==> src/rtl/keypad_pkg.sv <==
// Shared key map, state/tone encodings and the keypad event decoder for the code lock.
// Pure declarations; no timing of its own.
package keypad_pkg;

    localparam int KEY_ENTER     = 0;
    localparam int KEY_CLEAR     = 12;
    localparam int KEY_CLEAR_ALL = 8;
    localparam int KEY_SET       = 4;
    localparam int DIGIT_BIT [10] = '{3, 7, 6, 5, 11, 10, 9, 15, 14, 13};

    localparam logic [3:0] BLANK      = 4'hF;
    localparam logic [3:0] PASS_GLYPH = 4'hA;

    typedef enum logic [1:0] {ENTRY, PASS, NEWCODE, LOCKOUT} state_t;
    typedef enum logic [1:0] {TONE_NONE, TONE_CLICK, TONE_OK, TONE_FAIL} tone_t;
    typedef enum logic [2:0] {K_NONE, K_DIGIT, K_ENTER, K_CLEAR, K_CLEAR_ALL, K_SET} key_kind_t;

    typedef struct packed {
        key_kind_t  kind;
        logic [3:0] val;
    } key_evt_t;

    // Only an exact single mapped bit is a key; anything else decodes to K_NONE.
    function automatic key_evt_t decode_key(input logic [15:0] oh);
        key_evt_t e;
        e.kind = K_NONE;
        e.val  = 4'd0;
        for (int i = 0; i < 10; i++) begin
            if (oh == (16'h1 << DIGIT_BIT[i])) begin
                e.kind = K_DIGIT;
                e.val  = 4'(i);
            end
        end
        if (oh == (16'h1 << KEY_ENTER))     e.kind = K_ENTER;
        if (oh == (16'h1 << KEY_CLEAR))     e.kind = K_CLEAR;
        if (oh == (16'h1 << KEY_CLEAR_ALL)) e.kind = K_CLEAR_ALL;
        if (oh == (16'h1 << KEY_SET))       e.kind = K_SET;
        return e;
    endfunction

endpackage

==> src/rtl/keypad_lock_ctrl_buzz_seq.sv <==
// Buzzer tone sequencer: a request restarts the tone on the same edge it is seen.
// Square wave starting high; the fail tone is silent in its middle third.
module buzz_seq
    import keypad_pkg::*;
#(
    parameter int CLICK_HP  = 50000,
    parameter int CLICK_LEN = 10000000,
    parameter int OK_HP     = 25000,
    parameter int OK_LEN    = 30000000,
    parameter int FAIL_HP   = 100000,
    parameter int FAIL_LEN  = 15000000
) (
    input  logic  clk,
    input  logic  rst_n,
    input  tone_t req_i,
    output logic  buzz_o
);

    localparam int MAX_LEN = (CLICK_LEN > OK_LEN) ? ((CLICK_LEN > FAIL_LEN) ? CLICK_LEN : FAIL_LEN)
                                                  : ((OK_LEN > FAIL_LEN) ? OK_LEN : FAIL_LEN);
    localparam int MAX_HP  = (CLICK_HP > OK_HP) ? ((CLICK_HP > FAIL_HP) ? CLICK_HP : FAIL_HP)
                                                : ((OK_HP > FAIL_HP) ? OK_HP : FAIL_HP);
    localparam int CW = $clog2(MAX_LEN + 1);
    localparam int HW = $clog2(MAX_HP + 1);
    localparam logic [CW-1:0] FAIL_T1 = CW'(FAIL_LEN / 3);
    localparam logic [CW-1:0] FAIL_T2 = CW'(2 * (FAIL_LEN / 3));

    tone_t          mode_q, mode_d;
    logic [CW-1:0]  cnt_q, cnt_d, len_m1;
    logic [HW-1:0]  ph_q, ph_d, hp_m1;
    logic           tog_q, tog_d;
    logic           buzz_q, buzz_d;

    always_comb begin
        len_m1 = CW'(CLICK_LEN - 1);
        hp_m1  = HW'(CLICK_HP - 1);
        case (mode_q)
            TONE_OK: begin
                len_m1 = CW'(OK_LEN - 1);
                hp_m1  = HW'(OK_HP - 1);
            end
            TONE_FAIL: begin
                len_m1 = CW'(FAIL_LEN - 1);
                hp_m1  = HW'(FAIL_HP - 1);
            end
            default: ;
        endcase
    end

    always_comb begin
        mode_d = mode_q;
        cnt_d  = cnt_q;
        ph_d   = ph_q;
        tog_d  = tog_q;
        if (req_i != TONE_NONE) begin
            mode_d = req_i;
            cnt_d  = '0;
            ph_d   = '0;
            tog_d  = 1'b1;
        end else if (mode_q != TONE_NONE) begin
            if (cnt_q == len_m1) begin
                mode_d = TONE_NONE;
            end else begin
                cnt_d = cnt_q + 1'b1;
                if (ph_q == hp_m1) begin
                    ph_d  = '0;
                    tog_d = ~tog_q;
                end else begin
                    ph_d = ph_q + 1'b1;
                end
            end
        end
        // The square wave keeps its phase through the silent third of the fail tone.
        buzz_d = (mode_d != TONE_NONE) && tog_d &&
                 !((mode_d == TONE_FAIL) && (cnt_d >= FAIL_T1) && (cnt_d < FAIL_T2));
    end

    always_ff @(posedge clk or negedge rst_n) begin
        if (!rst_n) begin
            mode_q <= TONE_NONE;
            cnt_q  <= '0;
            ph_q   <= '0;
            tog_q  <= 1'b0;
            buzz_q <= 1'b0;
        end else begin
            mode_q <= mode_d;
            cnt_q  <= cnt_d;
            ph_q   <= ph_d;
            tog_q  <= tog_d;
            buzz_q <= buzz_d;
        end
    end

    assign buzz_o = buzz_q;

endmodule

==> src/rtl/keypad_lock_ctrl.sv <==
// Keypad code lock: BCD entry, programmable code, failed-try count and timed lockout.
// All outputs are registered and change one clk after the edge that samples a key.
module keypad_lock_ctrl
    import keypad_pkg::*;
#(
    parameter int                      CODE_LEN     = 3,
    parameter logic [4*CODE_LEN-1:0]   DEFAULT_CODE = 12'h246,
    parameter int                      MAX_TRIES    = 4,
    parameter int                      LOCK_SECS    = 60,
    parameter int                      CLK_HZ       = 50000000,
    parameter int                      CLICK_HP     = 50000,
    parameter int                      CLICK_LEN    = 10000000,
    parameter int                      OK_HP        = 25000,
    parameter int                      OK_LEN       = 30000000,
    parameter int                      FAIL_HP      = 100000,
    parameter int                      FAIL_LEN     = 15000000
) (
    input  logic                             clk,
    input  logic                             rst_n,
    input  logic [15:0]                      onehot,
    output logic [4*CODE_LEN-1:0]            digits,
    output logic [$clog2(MAX_TRIES+1)-1:0]   tries,
    output logic                             pass,
    output logic                             locked,
    output logic                             buzzer
);

    localparam int DW  = 4 * CODE_LEN;
    localparam int CNW = $clog2(CODE_LEN + 1);
    localparam int TW  = $clog2(MAX_TRIES + 1);
    localparam int PW  = $clog2(CLK_HZ + 1);
    localparam logic [CNW-1:0] FULL      = CNW'(CODE_LEN);
    localparam logic [TW-1:0]  TRIES_MAX = TW'(MAX_TRIES);
    localparam logic [6:0]     SECS      = 7'(LOCK_SECS);
    localparam logic [PW-1:0]  PRESC_TOP = PW'(CLK_HZ - 1);
    localparam logic [DW-1:0]  ALL_BLANK = {CODE_LEN{BLANK}};
    localparam logic [DW-1:0]  ALL_PASS  = {CODE_LEN{PASS_GLYPH}};

    // Remaining seconds in BCD on the two lowest digits, the rest blank.
    function automatic logic [DW-1:0] lock_disp(input logic [6:0] rem);
        logic [DW-1:0] v;
        v      = ALL_BLANK;
        v[3:0] = 4'(rem % 7'd10);
        for (int i = 1; i < CODE_LEN; i++) begin
            if (i == 1) v[4*i +: 4] = 4'(rem / 7'd10);
        end
        return v;
    endfunction

    state_t          state_q, state_d;
    logic [DW-1:0]   digits_q, digits_d;
    logic [DW-1:0]   code_q, code_d;
    logic [CNW-1:0]  cnt_q, cnt_d;
    logic [TW-1:0]   tries_q, tries_d, tries_inc;
    logic [15:0]     prev_q;
    logic [6:0]      rem_q, rem_d;
    logic [PW-1:0]   presc_q, presc_d;
    logic            pass_q, pass_d, locked_q, locked_d;
    logic [DW+3:0]   shifted;
    key_evt_t        kev;
    key_kind_t       kind;
    tone_t           tone_req;

    always_comb begin
        state_d   = state_q;
        digits_d  = digits_q;
        code_d    = code_q;
        cnt_d     = cnt_q;
        tries_d   = tries_q;
        rem_d     = rem_q;
        presc_d   = presc_q;
        tone_req  = TONE_NONE;
        kev       = decode_key(onehot);
        kind      = (prev_q == 16'h0) ? kev.kind : K_NONE;
        shifted   = {digits_q, kev.val};
        tries_inc = tries_q + 1'b1;

        case (state_q)
            ENTRY, NEWCODE: begin
                case (kind)
                    K_DIGIT: begin
                        if (cnt_q != FULL) begin
                            digits_d = shifted[DW-1:0];
                            cnt_d    = cnt_q + 1'b1;
                            tone_req = TONE_CLICK;
                        end
                    end
                    K_ENTER: begin
                        if (cnt_q == FULL) begin
                            digits_d = ALL_BLANK;
                            cnt_d    = '0;
                            if (state_q == NEWCODE) begin
                                code_d   = digits_q;
                                state_d  = ENTRY;
                                tone_req = TONE_OK;
                            end else if (digits_q == code_q) begin
                                state_d  = PASS;
                                tries_d  = '0;
                                digits_d = ALL_PASS;
                                tone_req = TONE_OK;
                            end else begin
                                tries_d  = tries_inc;
                                tone_req = TONE_FAIL;
                                if (tries_inc == TRIES_MAX) begin
                                    state_d  = LOCKOUT;
                                    rem_d    = SECS;
                                    presc_d  = '0;
                                    digits_d = lock_disp(SECS);
                                end
                            end
                        end
                    end
                    K_CLEAR: begin
                        digits_d = ALL_BLANK;
                        cnt_d    = '0;
                    end
                    K_CLEAR_ALL: begin
                        digits_d = ALL_BLANK;
                        cnt_d    = '0;
                        tries_d  = '0;
                        state_d  = ENTRY;
                    end
                    default: ;
                endcase
            end
            PASS: begin
                case (kind)
                    K_ENTER, K_CLEAR, K_CLEAR_ALL: begin
                        state_d  = ENTRY;
                        digits_d = ALL_BLANK;
                        cnt_d    = '0;
                        tries_d  = '0;
                    end
                    K_SET: begin
                        state_d  = NEWCODE;
                        digits_d = ALL_BLANK;
                        cnt_d    = '0;
                    end
                    default: ;
                endcase
            end
            LOCKOUT: begin
                if (presc_q == PRESC_TOP) begin
                    presc_d = '0;
                    rem_d   = rem_q - 7'd1;
                    if (rem_q == 7'd1) begin
                        state_d  = ENTRY;
                        tries_d  = '0;
                        digits_d = ALL_BLANK;
                        cnt_d    = '0;
                    end else begin
                        digits_d = lock_disp(rem_q - 7'd1);
                    end
                end else begin
                    presc_d = presc_q + 1'b1;
                end
            end
            default: ;
        endcase

        pass_d   = (state_d == PASS) || (state_d == NEWCODE);
        locked_d = (state_d == LOCKOUT);
    end

    always_ff @(posedge clk or negedge rst_n) begin
        if (!rst_n) begin
            state_q  <= ENTRY;
            digits_q <= ALL_BLANK;
            code_q   <= DEFAULT_CODE;
            cnt_q    <= '0;
            tries_q  <= '0;
            prev_q   <= 16'h0;
            rem_q    <= 7'd0;
            presc_q  <= '0;
            pass_q   <= 1'b0;
            locked_q <= 1'b0;
        end else begin
            state_q  <= state_d;
            digits_q <= digits_d;
            code_q   <= code_d;
            cnt_q    <= cnt_d;
            tries_q  <= tries_d;
            prev_q   <= onehot;
            rem_q    <= rem_d;
            presc_q  <= presc_d;
            pass_q   <= pass_d;
            locked_q <= locked_d;
        end
    end

    buzz_seq #(
        .CLICK_HP (CLICK_HP),
        .CLICK_LEN(CLICK_LEN),
        .OK_HP    (OK_HP),
        .OK_LEN   (OK_LEN),
        .FAIL_HP  (FAIL_HP),
        .FAIL_LEN (FAIL_LEN)
    ) u_buzz (
        .clk   (clk),
        .rst_n (rst_n),
        .req_i (tone_req),
        .buzz_o(buzzer)
    );

    assign digits = digits_q;
    assign tries  = tries_q;
    assign pass   = pass_q;
    assign locked = locked_q;

endmodule
==> config.mk <==
export PLATFORM = sky130hd
export DESIGN_NAME = keypad_lock_ctrl
export DESIGN_NICKNAME = d
export VERILOG_FILES = /design/src/rtl/keypad_pkg.sv /design/src/rtl/keypad_lock_ctrl_buzz_seq.sv /design/src/rtl/keypad_lock_ctrl.sv
export SDC_FILE = /design/constraint.sdc
export NUM_CORES = 1
export LEC_CHECK = 0
export BUFFER_PORTS_ARGS = -buffer_cell sky130_fd_sc_hd__buf_2
export CELL_PAD_IN_SITES_DETAIL_PLACEMENT = 0
export CELL_PAD_IN_SITES_GLOBAL_PLACEMENT = 1
export CORE_MARGIN = 5
export CORE_UTILIZATION = 40
export DETAILED_ROUTE_END_ITERATION = 16
export GPL_TIMING_DRIVEN = 0
export PLACE_DENSITY_LB_ADDON = 0.1
export SETUP_SLACK_MARGIN = 0.3
export SLEW_MARGIN = 10
export SYNTH_ARGS = -nofsm -noshare
export SYNTH_HDL_FRONTEND = slang
export SYNTH_SLANG_ARGS = --single-unit
==> constraint.sdc <==
create_clock -name clk -period 5.3 [get_ports clk]
set_clock_uncertainty 0.05 [all_clocks]
set_input_delay 1.06 -clock clk [delete_from_list [all_inputs] [get_ports clk]]
set_output_delay 1.06 -clock clk [all_outputs]
set_load 0.05 [all_outputs]
; Word level (Yosys, flattened, before mapping)
; Index checks and enable logic that the tools add are counted.
; W data, S select, Z words.
[totals]
ff_bits = 128
in_bits = 18
elab_cells = 186
[classes]
mux = 85
div_mod_pow = 2
add_sub_neg = 6
order_cmp = 2
n_reduce_logical = 24
n_eq_ne = 51
bitwise_logic = 1
[op_table]
columns = op, n
row1 = $mux W26, 6
row2 = $mux W7, 14
row3 = $mux W25, 3
row4 = $pmux W12 S3, 2
row5 = $mux W17, 4
row6 = $pmux W26 S2, 1
row7 = $pmux W25 S2, 1
row8 = $mux W12, 4
row9 = $pmux W17 S2, 1
row10 = $mux W3, 11
row11 = $mux W2, 16
row12 = $add A26 B1 Y26 const B, 1
row13 = $eq A26 B26 Y1 const B, 1
row14 = $add A25 B1 Y25 const B, 1
row15 = $eq A25 B25 Y1, 1
row16 = $ge A25 B23 Y1 const B, 1
row17 = $lt A25 B24 Y1 const B, 1
row18 = $mux W11, 2
row19 = $ne A2 B2 Y1 const B, 10
row20 = $pmux W2 S3, 3
row21 = $reduce_and A6 Y1, 3
row22 = $add A17 B1 Y17 const B, 1
row23 = $eq A17 B17 Y1, 1
row24 = $eq A16 B1 Y1 const B, 1
row25 = 49 further kinds, 81

; Longest topological paths before layout
; Gate-level depths: netlist (run 1).
[logic_depth]
ltp_word = 26
ltp_mapped = 19

; By module
; From an unflattened synthesis (run 1), not the netlist that was laid out.
[hier_totals]
hier_cells = 950
area_unflattened_um2 = 8538.2
[modules_own_cells]
columns = mod, area_each_um2, instances, cells_each
row1 = keypad_lock_ctrl, 5295.1, 1, 565
row2 = buzz_seq, 3243.1, 1, 385

; Least setup slack after synthesis (run 1)
; Ideal clock, no wire load.
[synth_timing]
path_type = flip-flop to flip-flop
start = reg rem_q[2]
end = reg digits_q[2] (netlist: digits[2])
path_stages_with_launch = 19
period_less_slack_ps = 4036
arrival_time_ps = 3898
required_time_ps = 5162
path_buffers = 3
setup_slack_ps = 1264
cell_sequence = dfrtp_1 -> buf_2 -> or3_1 -> or4_1 -> and2_1 -> clkbuf_1 -> o311ai_1 -> nand2_1 -> nor2_1 -> nor2_1 -> ha_1 -> clkbuf_1 -> nand2_1 -> o21ba_2 -> a211oi_2 -> o21ai_1 -> mux2_2 -> o31ai_1 -> mux2i_1
[synth_via]
elab_chain_len = 5
word_cells_on_any_way = 6
[synth_rtl]
columns = element, line
row1 = from (decl), keypad_lock_ctrl.sv:56  ; logic [6:0] rem_q, rem_d;
row2 = from (signal assigned), keypad_lock_ctrl.sv:184  ; rem_q <= rem_d;
row3 = $sub A7 B1 Y7, keypad_lock_ctrl.sv:152  ; digits_d = lock_disp(rem_q - 7'd1);
row4 = $mod A7 B4 Y7, keypad_lock_ctrl.sv:43  ; v[3:0] = 4'(rem % 7'd10);
row5 = $mux W8 *, keypad_lock_ctrl.sv:146  ; if (rem_q == 7'd1) begin
row6 = $mux W12 *, keypad_lock_ctrl.sv:143  ; if (presc_q == PRESC_TOP) begin
row7 = $pmux W12 S3 *, keypad_lock_ctrl.sv:78  ; case (state_q)
row8 = to (signal assigned), keypad_lock_ctrl.sv:179  ; digits_q <= digits_d;
row9 = to (decl), keypad_lock_ctrl.sv:51  ; logic [DW-1:0] digits_q, digits_d;
; Mark *: on every way between the ends. The rest lies on a longest branch, timed or not. The select of a mux whose other input is x is not followed.
; A chain may end at the register's enable or synchronous reset.

; Worst setup path in the final report (run 1)
[layout_timing]
start = reg rem_q[0]
end = reg digits_q[2] (netlist: digits[2])
; Same word-level chain as after synthesis.

==> results of run 1 <==
## cell usage in the layout (no fill, tap or decap), types with 4 or more instances in the layout
| cell | instances |
|---|---|
| nand2b_1 | 11 |
| xnor2_1 | 49 |
| ha_1 | 11 |
| nor4bb_1 | 4 |
| and2_1 | 7 |
| dfstp_2 | 16 |
| or3_1 | 9 |
| buf_1 | 4 |
| a31oi_1 | 11 |
| nor2_1 | 118 |
| or4_1 | 4 |
| dfrtp_1 | 112 |
| nor3_1 | 36 |
| a21oi_1 | 26 |
| a211oi_1 | 8 |
| o211ai_1 | 4 |
| o21ai_0 | 58 |
| mux2i_1 | 6 |
| clkbuf_16 | 17 |
| nand2_1 | 80 |
| buf_2 | 43 |
| xor2_1 | 23 |
| nand3_1 | 39 |
| mux2_2 | 19 |
| inv_1 | 16 |
| nor4b_1 | 9 |
| nor2b_1 | 9 |
| and3_1 | 30 |
| nand4_1 | 21 |
| clkbuf_1 | 25 |
| nor4_1 | 23 |
| nand3b_1 | 6 |
| clkinv_2 | 5 |
| buf_6 | 4 |
| nor3b_1 | 6 |
| o31ai_1 | 10 |
| a21boi_0 | 5 |
## synth_stat cells (10+ instances only)
library cell / instances
a21oi_1: 26
o31ai_1: 10
and3_1: 30
nor3_1: 36
nand3_1: 39
nand2_1: 80
o21ai_0: 58
clkbuf_1: 23
mux2_2: 19
dfrtp_1: 112
xnor2_1: 49
nand4_1: 21
nor4_1: 23
a31oi_1: 11
inv_1: 16
dfstp_2: 16
nand2b_1: 11
ha_1: 11
xor2_1: 23
nor2_1: 118
## metrics by stage
step	hold slack, ns	total power [W]	instance area, µm²	std cells
2_1_floorplan	0.404	0.00102	7830	886
3_3_place_gp	0.418	0.00106	8340	1186
3_5_place_dp	0.425	0.00106	8380	1188
4_1_cts	0.438	0.00220	8940	1220
5_1_grt	0.473	0.00225	8960	1220
6_report	0.439	0.00216	8960	1220
## cells by family (layout without fill, tap and decap cells)
kind of cell    Yosys count  count (layout)  synth area share, %
compound gates          165             165                 13.9
buf+inv                  54             123                 3.02
simple gates            431             431                 28.6
fa+ha+maj                11              11                 1.76
xor+xnor                 72              72                 8.05
flops                   128             128                 41.2
mux                      25              25                 3.50
## worst paths after layout
check | from | to | slack, ns | cells after the start
setup / recovery | rem_q[0]$_DFFE_PN0P_ | digits[2]$_DFFE_PN1P_ | 0.64 | 19
hold / removal | cnt_q[1]$_DFFE_PN0P_ | cnt_q[1]$_DFFE_PN0P_ | 0.44 | 1
setup reg to reg | rem_q[0]$_DFFE_PN0P_ | digits[2]$_DFFE_PN1P_ | 0.64 | 19
hold reg to reg | cnt_q[1]$_DFFE_PN0P_ | cnt_q[1]$_DFFE_PN0P_ | 0.44 | 1
max in group asynchronous | rst_n | digits[6]$_DFFE_PN1P_ | 3.88 | 2
min in group asynchronous | rst_n | u_buzz.cnt_q[3]$_DFF_PN0_ | 0.51 | 1
## critical path, cell delays in order (launching register included)
cell and delay, ns:
dfrtp_1 0.50, inv_1 0.15, ha_1 0.16, clkbuf_1 0.29, nor3b_4 0.32, mux2_2 0.47, nor2_1 0.15, o311ai_2 0.14
nand2_1 0.19, nor2_1 0.05, nor2_1 0.10, ha_1 0.14, clkbuf_1 0.29, nand2_1 0.09, nor3_1 0.26, a211oi_2 0.17
o21ai_1 0.31, mux2_2 0.38, o31ai_1 0.27, mux2i_1 0.11
## registers in the layout (all words and copies together) (netlist names), 2 cells and up
signal         cells
presc_q           26
u_buzz.cnt_q      25
u_buzz.ph_q       17
prev_q            16
code_q            12
digits            12
rem_q              7
tries              3
cnt_q              2
state_q            2
u_buzz.mode_q      2
## power by group
part           total (W)  switching (W)  internal, W
sequential      0.000986     0.00000159     0.000984
clock            0.00112       0.000438     0.000679
combinational  0.0000577      0.0000402    0.0000174
## repair_timing
action	in CTS	in global routing
setup endpoints to repair	0	3
endpoints found under the hold margin	0	0
gates resized for setup	0	4
## routing by layer
metal	part of all wire, %	GRT usage [%]
met3	3.3	3.88
met2	45	30.1
met5	0	0
met4	1.5	5.12
met1	50	27.2
## layout make-up
cell class | count | area (µm²)
Inverter | 16 | 60.1
Fill cell | 1961 | 10400
Clock buffer | 22 | 474
Tap cell | 265 | 332
Sequential cell | 128 | 3220
Multi-Input combinational cell | 704 | 4400
Buffer | 38 | 176
Timing Repair Buffer | 37 | 213
Clock inverter | 10 | 87.6
==> run metrics, run 1 <==
total I/O pin count 36; min Tclk post-route 4.66 ns; initial core utilization 40.4%; worst vdd ir 0.195 mV; synth warn 0; clk slew on worst S/H paths 0.05 ns; DRC Markers 0; antenna-violating nets left 0; sequential area share after synthesis 41.2%; die area 22500 µm²; Final Max Slew Viols 0; pre-CTS setup slack 0.505 ns; worst setup path class reg2reg; Final WS setup 0.635 ns; Synth top area share 35.8%; CTS Buffer Depth 2; EDFF count, synth 0; Post-Synthesis Cells 886; Routed WL 20.5 mm; grt ovf 0; vias in the first global route 6605; Power Density 241 nW/µm²; port buffer count 35; Yosys reg bits 128; Critical Path AT 4.95 ns; # hold bufs at CTS 0; syn_nets 915; Main synth FF type dfrtp_1; DP HPWL 15.0 mm; clk sinks 128; Core Util, Final 46.2%; P&R area growth vs syn 14.5%; largest cells by area after synthesis dfrtp_1 (36%), nor2_1 (5.7%), xnor2_1 (5.5%), dfstp_2 (5.4%), nand2_1 (3.8%); RSZ-0062 raised after global routing false; WP data required 5.58 ns; Final Net Count 971; setup repair bufs after CTS 0; max-cap violation count 0; Slew @ Worst Pin 1.23 ns; Mean Syn Cell Area 8.84 µm²; setup TNS 0 ns; Root Buffer clkbuf_16; Setup crit end kind flip-flop; vias per std cell 5.47; H-Tree Depth 4; Distinct cells, synth 78; Post-Syn Area 7830 µm²; Final Hold Fails 0; Hold/Removal Path Class reg2reg; Vert. Die Dim 150 µm; share of layout cells above drive strength 1 14.0%; diodes inserted 0; Final Cycle Share 88.0%; status finished clean; LEAKAGE 3.64 nW; worst-path maximum fanout 10; Placer Congestion 0.838; row count 51; number of CTS-inserted buffers 17; Core ar. 19400 µm²; clk_lat worst skew 0.42 ns; Slew headroom 17.4%; Max Clk Rate 214 MHz; area leader, netlist dfrtp_1; CP Launch Type flip-flop; routed via count 6669; Post-synth ARST share 100%; first-pass GRT wire length 34.7 mm; Die W 150 µm; initial antenna violation count 0; Initial DRT Pass Iterations 5; CTS tree built; DRT iter0 DRCs 344; pin count of the biggest net entering global routing 85; Avg WL per Cell 16.8 µm; GRT Overall Usage 19.2%; Setup Viol. Count Final 0
Power figures use the tool's default switching activity.
==> inputs of run 2 (changes only) <==
CELL_PAD_IN_SITES_DETAIL_PLACEMENT = unset   (was 0)
CELL_PAD_IN_SITES_GLOBAL_PLACEMENT = unset   (was 1)
PLACE_DENSITY_LB_ADDON = unset   (was 0.1)
==> run 2 against run 1 <==
Net effect: register-to-register slack is essentially flat; die area is the same; sequential share of layout area shrank 0.12 points; clock power grew 4%; maximum frequency is essentially flat; final area grew 0.34%; global-route usage shrank 0.82 points; via count grew 0.79%.
==> run metrics, run 2 (synthesized netlist as in run 1, its figures left out) <==
status finished clean; Comb pwr share 2.7% (about the same); number of CTS-inserted buffers 17 (unchanged); CP Launch Type flip-flop; DP HPWL 13.9 mm (-7.0%); Internal Pwr Total 0.00170 W (+1.1%); pin count of the biggest net entering global routing 73 (-14%); Clk network pwr share 52.9% (+1.2 points); Setup crit end kind flip-flop; commonest non-fill, non-tap cell in the layout nor2_1; share of layout cells above drive strength 1 14.3% (+0.31 points); commonest cells after routing, fill and taps aside nor2_1 (118), dfrtp_1 (112), nand2_1 (80), o21ai_0 (58), xnor2_1 (49); critical path depth 18 (-1); worst vdd ir 0.191 mV (-2.1%); grt ovf 0 (unchanged); RSZ-0062 raised after global routing false; Placer Congestion 0.888 (+5.9%); Slew headroom 19.3% (+1.9 points); CTS tree built; first-pass GRT wire length 33.6 mm (-3.0%); max-cap violation count 0 (unchanged); LEAKAGE 3.65 nW (+0.14%); total I/O pin count 36 (unchanged); Initial DRT Pass Iterations 5 (unchanged); Vert. Die Dim 150 µm (unchanged); pre-CTS setup slack 0.407 ns (-0.0986 ns); Final WS setup 0.631 ns (-0.00378 ns); Top Registers presc_q: 26 flops, u_buzz.cnt_q: 25 flops, u_buzz.ph_q: 17 flops; Die W 150 µm (unchanged); antenna-violating nets left 0 (unchanged); clk slew on worst S/H paths 0.06 ns (about the same); routed via count 6722 (+0.79%); Final Net Count 971 (unchanged); Slew @ Worst Pin 1.20 ns (-0.0290 ns); CTS Buffer Depth 2 (unchanged); crit-path max cell delay 0.47 ns (-0.03 ns); Buf/Inv on CP 3 (unchanged); Hold/Removal Path Class reg2reg; Final Cycle Share 88.1% (about the same); Final Max Slew Viols 0 (unchanged); delay-heaviest family, CP simple AND/OR/NAND/NOR gates; initial antenna violation count 0 (unchanged); DRT iter0 DRCs 417 (+21%); port buffer count 35 (unchanged); die area 22500 µm² (unchanged); Final Hold Fails 0 (unchanged); largest register by flop count presc_q; Net Sw Power 0.000518 W (+8.0%); diodes inserted 0 (unchanged); worst hold path depth 2 (+1); clk_lat worst skew 0.43 ns (about the same); max FFs per register 26 (unchanged); sw frac 23.4% (+1.2 points); WP data required 5.59 ns (about the same); Setup Viol. Count Final 0 (unchanged); Max Clk Rate 214 MHz (about the same); DRC Markers 0 (unchanged); Core ar. 19400 µm² (unchanged); vias per std cell 5.51 (+0.79%); Routed WL 19.6 mm (-4.5%); Seq pwr share 44.5% (-1.1 points); row count 51 (unchanged); worst-case reg-to-reg path depth 18 (-1); H-Tree Depth 4 (unchanged); worst setup path class reg2reg; clk sinks 128 (unchanged); Root Buffer clkbuf_16; Avg WL per Cell 16.1 µm (-4.5%); setup TNS 0 ns (unchanged); vias in the first global route 6628 (+0.35%); P&R area growth vs syn 14.8%; Critical Path AT 4.96 ns (about the same); crit path cell chain buf_2, or3_1, or4_1, and2_1, clkbuf_1, o311ai_2, nand2_1, nor2_1, nor2_1, ha_1, clkbuf_1, nand2_1, o21ba_2, a211oi_2, a2111oi_0, mux2_2, o31ai_1, mux2i_1; Critical-path top delay cell or4_1; min Tclk post-route 4.67 ns (+0.00378 ns); Power Density 246 nW/µm² (+2.2%); initial core utilization 40.4% (unchanged); GRT Overall Usage 18.4% (-0.82 points); worst-path maximum fanout 9 (-1)
[run 2: power groups by stage]
stage,registers (W),clock network [W],logic [W]
2_1_floorplan,0.00100,0,0.0000195
3_3_place_gp,0.00100,0,0.0000565
3_5_place_dp,0.00100,0,0.0000606
4_1_cts,0.000986,0.00120,0.0000611
5_1_grt,0.000986,0.00124,0.0000681
6_report,0.000986,0.00117,0.0000589
[run 2: path summary, 6_finish.rpt]
kind	start	end	slack, ns
max reg2reg	rem_q[2]$_DFFE_PN0P_	digits[2]$_DFFE_PN1P_	0.63
min reg2reg	code_q[2]$_DFFE_PN1P_	code_q[2]$_DFFE_PN1P_	0.44
min in group asynchronous	rst_n	u_buzz.ph_q[2]$_DFFE_PN0P_	0.54
max	rem_q[2]$_DFFE_PN0P_	digits[2]$_DFFE_PN1P_	0.63
min	code_q[2]$_DFFE_PN1P_	code_q[2]$_DFFE_PN1P_	0.44
max in group asynchronous	rst_n	digits[0]$_DFFE_PN1P_	3.87
[run 2: metrics by stage]
| stage | utilization [%] | power [W] | instance area (µm²) | cells | hold WS, ns |
|---|---|---|---|---|---|
| after floorplan | - | 0.00102 | 7830 | 886 | 0.404 |
| after global placement | 43.0 | 0.00106 | 8340 | 1186 | 0.416 |
| after detailed placement | 43.2 | 0.00106 | 8380 | 1188 | 0.428 |
| after CTS | 46.2 | 0.00224 | 8960 | 1220 | 0.447 |
| after global routing | 46.4 | 0.00230 | 8990 | 1220 | 0.467 |
| final | 46.4 | 0.00222 | 8990 | 1220 | 0.441 |
[run 2: worst reg2reg max path, cell delays in order (launching register included)]
cell       delay, ns
dfrtp_1         0.36
buf_2           0.18
or3_1           0.42
or4_1           0.47
and2_1          0.18
clkbuf_1        0.19
o311ai_2        0.42
nand2_1         0.18
nor2_1          0.12
nor2_1          0.05
ha_1            0.17
clkbuf_1        0.18
nand2_1         0.12
o21ba_2         0.18
a211oi_2        0.38
a2111oi_0       0.17
mux2_2          0.30
o31ai_1         0.34
mux2i_1         0.13
[run 2: layout make-up]
type | count | area [µm²]
Fill cell | 1918 | 10400
Multi-Input combinational cell | 704 | 4400
Sequential cell | 128 | 3220
Clock buffer | 17 | 425
Tap cell | 265 | 332
Timing Repair Buffer | 37 | 213
Buffer | 38 | 176
Clock inverter | 15 | 163
Inverter | 16 | 60.1
[run 2: repair_timing]
item | CTS | global route
gates resized for setup | 0 | 5
buffers inserted | 0 | 0
hold buffers | 0 | 0
endpoints found under the setup margin | 0 | 3
[run 2: per-layer routing]
layer / GRT usage (%) / vias up / share of wire [%]
met2: 30.1 / 107 / 49
met3: 3.76 / 23 / 3.0
met4: 5.40 / 0 / 1.5
met1: 24.7 / 3281 / 46
li1: - / 3311 / -
met5: 0 / - / 0
==> inputs of run 3 (changes only) <==
clock period = 4.1 ns   (was 5.3 ns; I/O delays follow)
==> run 3 against run 2 <==
Net effect: flip-flop and latch count unchanged; final cell count up 2.5%; combinational power is 29% higher; clock power increased by 35%; routed wire length up 4.1%; setup slack got worse by 0.46 ns; sequential share of layout area shrank 2.0 points; utilization up 2.8 points; final area up 6.0%; critical path type unchanged.
==> run metrics, run 3 (synthesized netlist as in run 1, its figures left out) <==
status finished clean; Cell Area, Placed 8470 µm² (+1.1%); total I/O pin count 36 (unchanged); Placer Congestion 0.878 (-1.1%); RSZ-0062 raised after global routing true; Critical Path AT 4.22 ns (-0.74 ns); Setup Viol. Count Final 0 (unchanged); Root Buffer clkbuf_16; met1 GRT Util 24.7% (-0.067 points); commonest cells after routing, fill and taps aside nor2_1 (112), dfrtp_1 (109), nand2_1 (77), o21ai_0 (57), xnor2_1 (47); post-route cell area 9540 µm² (+6.0%); CTS Buffer Depth 2 (unchanged); clk slew on worst S/H paths 0.06 ns (about the same); Critical-path top delay cell or4_4; LEAKAGE 3.86 nW (+5.7%); Final Net Count 1001 (+3.1%); vias per std cell 5.50 (-0.16%); Routed WL 20.4 mm (+4.1%); Power Density 307 nW/µm² (+25%); P&R area growth vs syn 21.8%; DP HPWL 14.1 mm (+1.4%); CP Launch Type flip-flop; initial core utilization 40.4% (unchanged); initial antenna violation count 0 (unchanged); Initial DRT Pass Iterations 5 (unchanged); Final Cycle Share 95.8% (+7.7 points); DRT iter0 DRCs 472 (+13%); met2 Use GR 32.1% (+2.0 points); met3 Track Usage GR 3.85% (+0.091 points); Avg WL per Cell 16.3 µm (+1.6%); die area 22500 µm² (unchanged); delay-heaviest family, CP simple AND/OR/NAND/NOR gates; worst setup path class reg2reg; Die W 150 µm (unchanged); Vert. Die Dim 150 µm (unchanged); WP data required 4.39 ns (-1.20 ns); grt ovf 0 (unchanged); crit path cell chain buf_6, or3_4, or4_4, and2_4, buf_8, o311ai_4, nand2_2, nor2_1, nor2_1, ha_2, buf_8, nand2_4, o21ba_4, a211oi_4, o21ai_2, mux2_4, o31ai_4, mux2i_1; Slew @ Worst Pin 0.901 ns (-0.300 ns); largest register by flop count presc_q; R2R Path Start rem_q[2]$_DFFE_PN0P_; Buf/Inv on CP 3 (unchanged); max FFs per register 26 (unchanged); row count 51 (unchanged); Final Max Slew Viols 0 (unchanged); antenna-violating nets left 0 (unchanged); Core ar. 19400 µm² (unchanged); routed via count 6876 (+2.3%); Max Clk Rate 255 MHz (+19%); first-pass GRT wire length 34.5 mm (+2.8%); Setup crit end kind flip-flop; Final Hold Fails 0 (unchanged); Slew headroom 39.5% (+20 points); # hold bufs at CTS 0 (unchanged); placed cell count 1188 (unchanged); diodes inserted 0 (unchanged); reg2reg setup slack 0.17 ns (-0.46 ns); clk_lat worst skew 0.42 ns (about the same); GRT Overall Usage 18.9% (+0.45 points); H-Tree Depth 4 (unchanged); Hold/Removal Path Class in2async; share of layout cells above drive strength 1 21.1% (+6.8 points); fillers 1891 (-1.4%); DRC Markers 0 (unchanged); worst-path maximum fanout 6 (-3); worst vdd ir 0.254 mV (+33%); GRT busiest layer met2; Core Util, Final 49.2% (+2.8 points); Finished Layout Cells 1250 (+2.5%); number of CTS-inserted buffers 17 (unchanged); clk sinks 128 (unchanged); max-cap violation count 0 (unchanged); pin count of the biggest net entering global routing 73 (unchanged); port buffer count 35 (unchanged); CTS tree built; Top Registers presc_q: 26 flops, u_buzz.cnt_q: 25 flops, u_buzz.ph_q: 17 flops; vias in the first global route 6826 (+3.0%); worst-case reg-to-reg path depth 18 (unchanged); reg2reg end digits[2]$_DFFE_PN1P_; commonest non-fill, non-tap cell in the layout nor2_1; crit-path max cell delay 0.43 ns (-0.04 ns); min Tclk post-route 3.93 ns (-0.740 ns)
-- run 3: area by class of cell --
cell class	instances	area [µm²]	share of cell area (%)
buffer	38	218	2.28
tap	265	332	3.48
sequential	128	3230	33.8
multi-input combinational	704	4650	48.7
inverter	16	60.1	0.630
clock inverter	13	160	1.68
timing repair buffer	67	442	4.63
clock buffer	19	453	4.75
-- run 3: worst reg2reg max path, stage by stage, from the launching register on --
cell	delay, ns
dfrtp_1	0.37
buf_6	0.11
or3_4	0.37
or4_4	0.43
and2_4	0.18
buf_8	0.11
o311ai_4	0.25
nand2_2	0.09
nor2_1	0.12
nor2_1	0.07
ha_2	0.19
buf_8	0.13
nand2_4	0.05
o21ba_4	0.17
a211oi_4	0.27
o21ai_2	0.14
mux2_4	0.34
o31ai_4	0.28
mux2i_1	0.12
-- run 3: routing by layer --
layer,vias up,wire [µm]
met4,0,335
li1,3374,-
met1,3335,9120
met5,-,0
met2,139,10200
met3,28,770
-- run 3: timing repair --
action / 4_1_cts / 5_1_grt
pin swaps: 14 / 13
setup endpoints to repair: 33 / 59
setup buffers: 22 / 8
resized for setup: 38 / 21
endpoints found under the hold margin: 0 / 0
-- run 3: how the worst max path moves through the flow --
| stage | start | slack [ns] | cells after the start | endpoint |
|---|---|---|---|---|
| 2_1_floorplan | rem_q[2]$_DFFE_PN0P_ | 0.30 | 18 | digits[4]$_DFFE_PN1P_ |
| 3_3_place_gp | rem_q[0]$_DFFE_PN0P_ | -0.32 | 19 | digits[2]$_DFFE_PN1P_ |
| 3_5_place_dp | rem_q[0]$_DFFE_PN0P_ | -0.31 | 19 | digits[2]$_DFFE_PN1P_ |
| 4_1_cts | rem_q[2]$_DFFE_PN0P_ | 0.18 | 18 | digits[2]$_DFFE_PN1P_ |
| 5_1_grt | rem_q[2]$_DFFE_PN0P_ | 0.03 | 18 | digits[2]$_DFFE_PN1P_ |
| 6_report | rem_q[2]$_DFFE_PN0P_ | 0.17 | 18 | digits[2]$_DFFE_PN1P_ |
-- run 3: where the power goes --
group,internal [W],switching [W]
combinational,0.0000226,0.0000532
sequential,0.00127,0.00000219
clock,0.000987,0.000589
total,0.00228,0.000644
-- run 3: through the flow --
stage | hold WS, ns | setup WS [ns] | total power [W] | setup TNS [ns]
after floorplan | 0.404 | 0.300 | 0.00132 | 0
after global placement | 0.421 | -0.319 | 0.00137 | -5.05
after detailed placement | 0.425 | -0.310 | 0.00137 | -4.59
after CTS | 0.316 | 0.180 | 0.00296 | 0
after global routing | 0.341 | 0.0284 | 0.00303 | 0
final | 0.305 | 0.172 | 0.00293 | 0
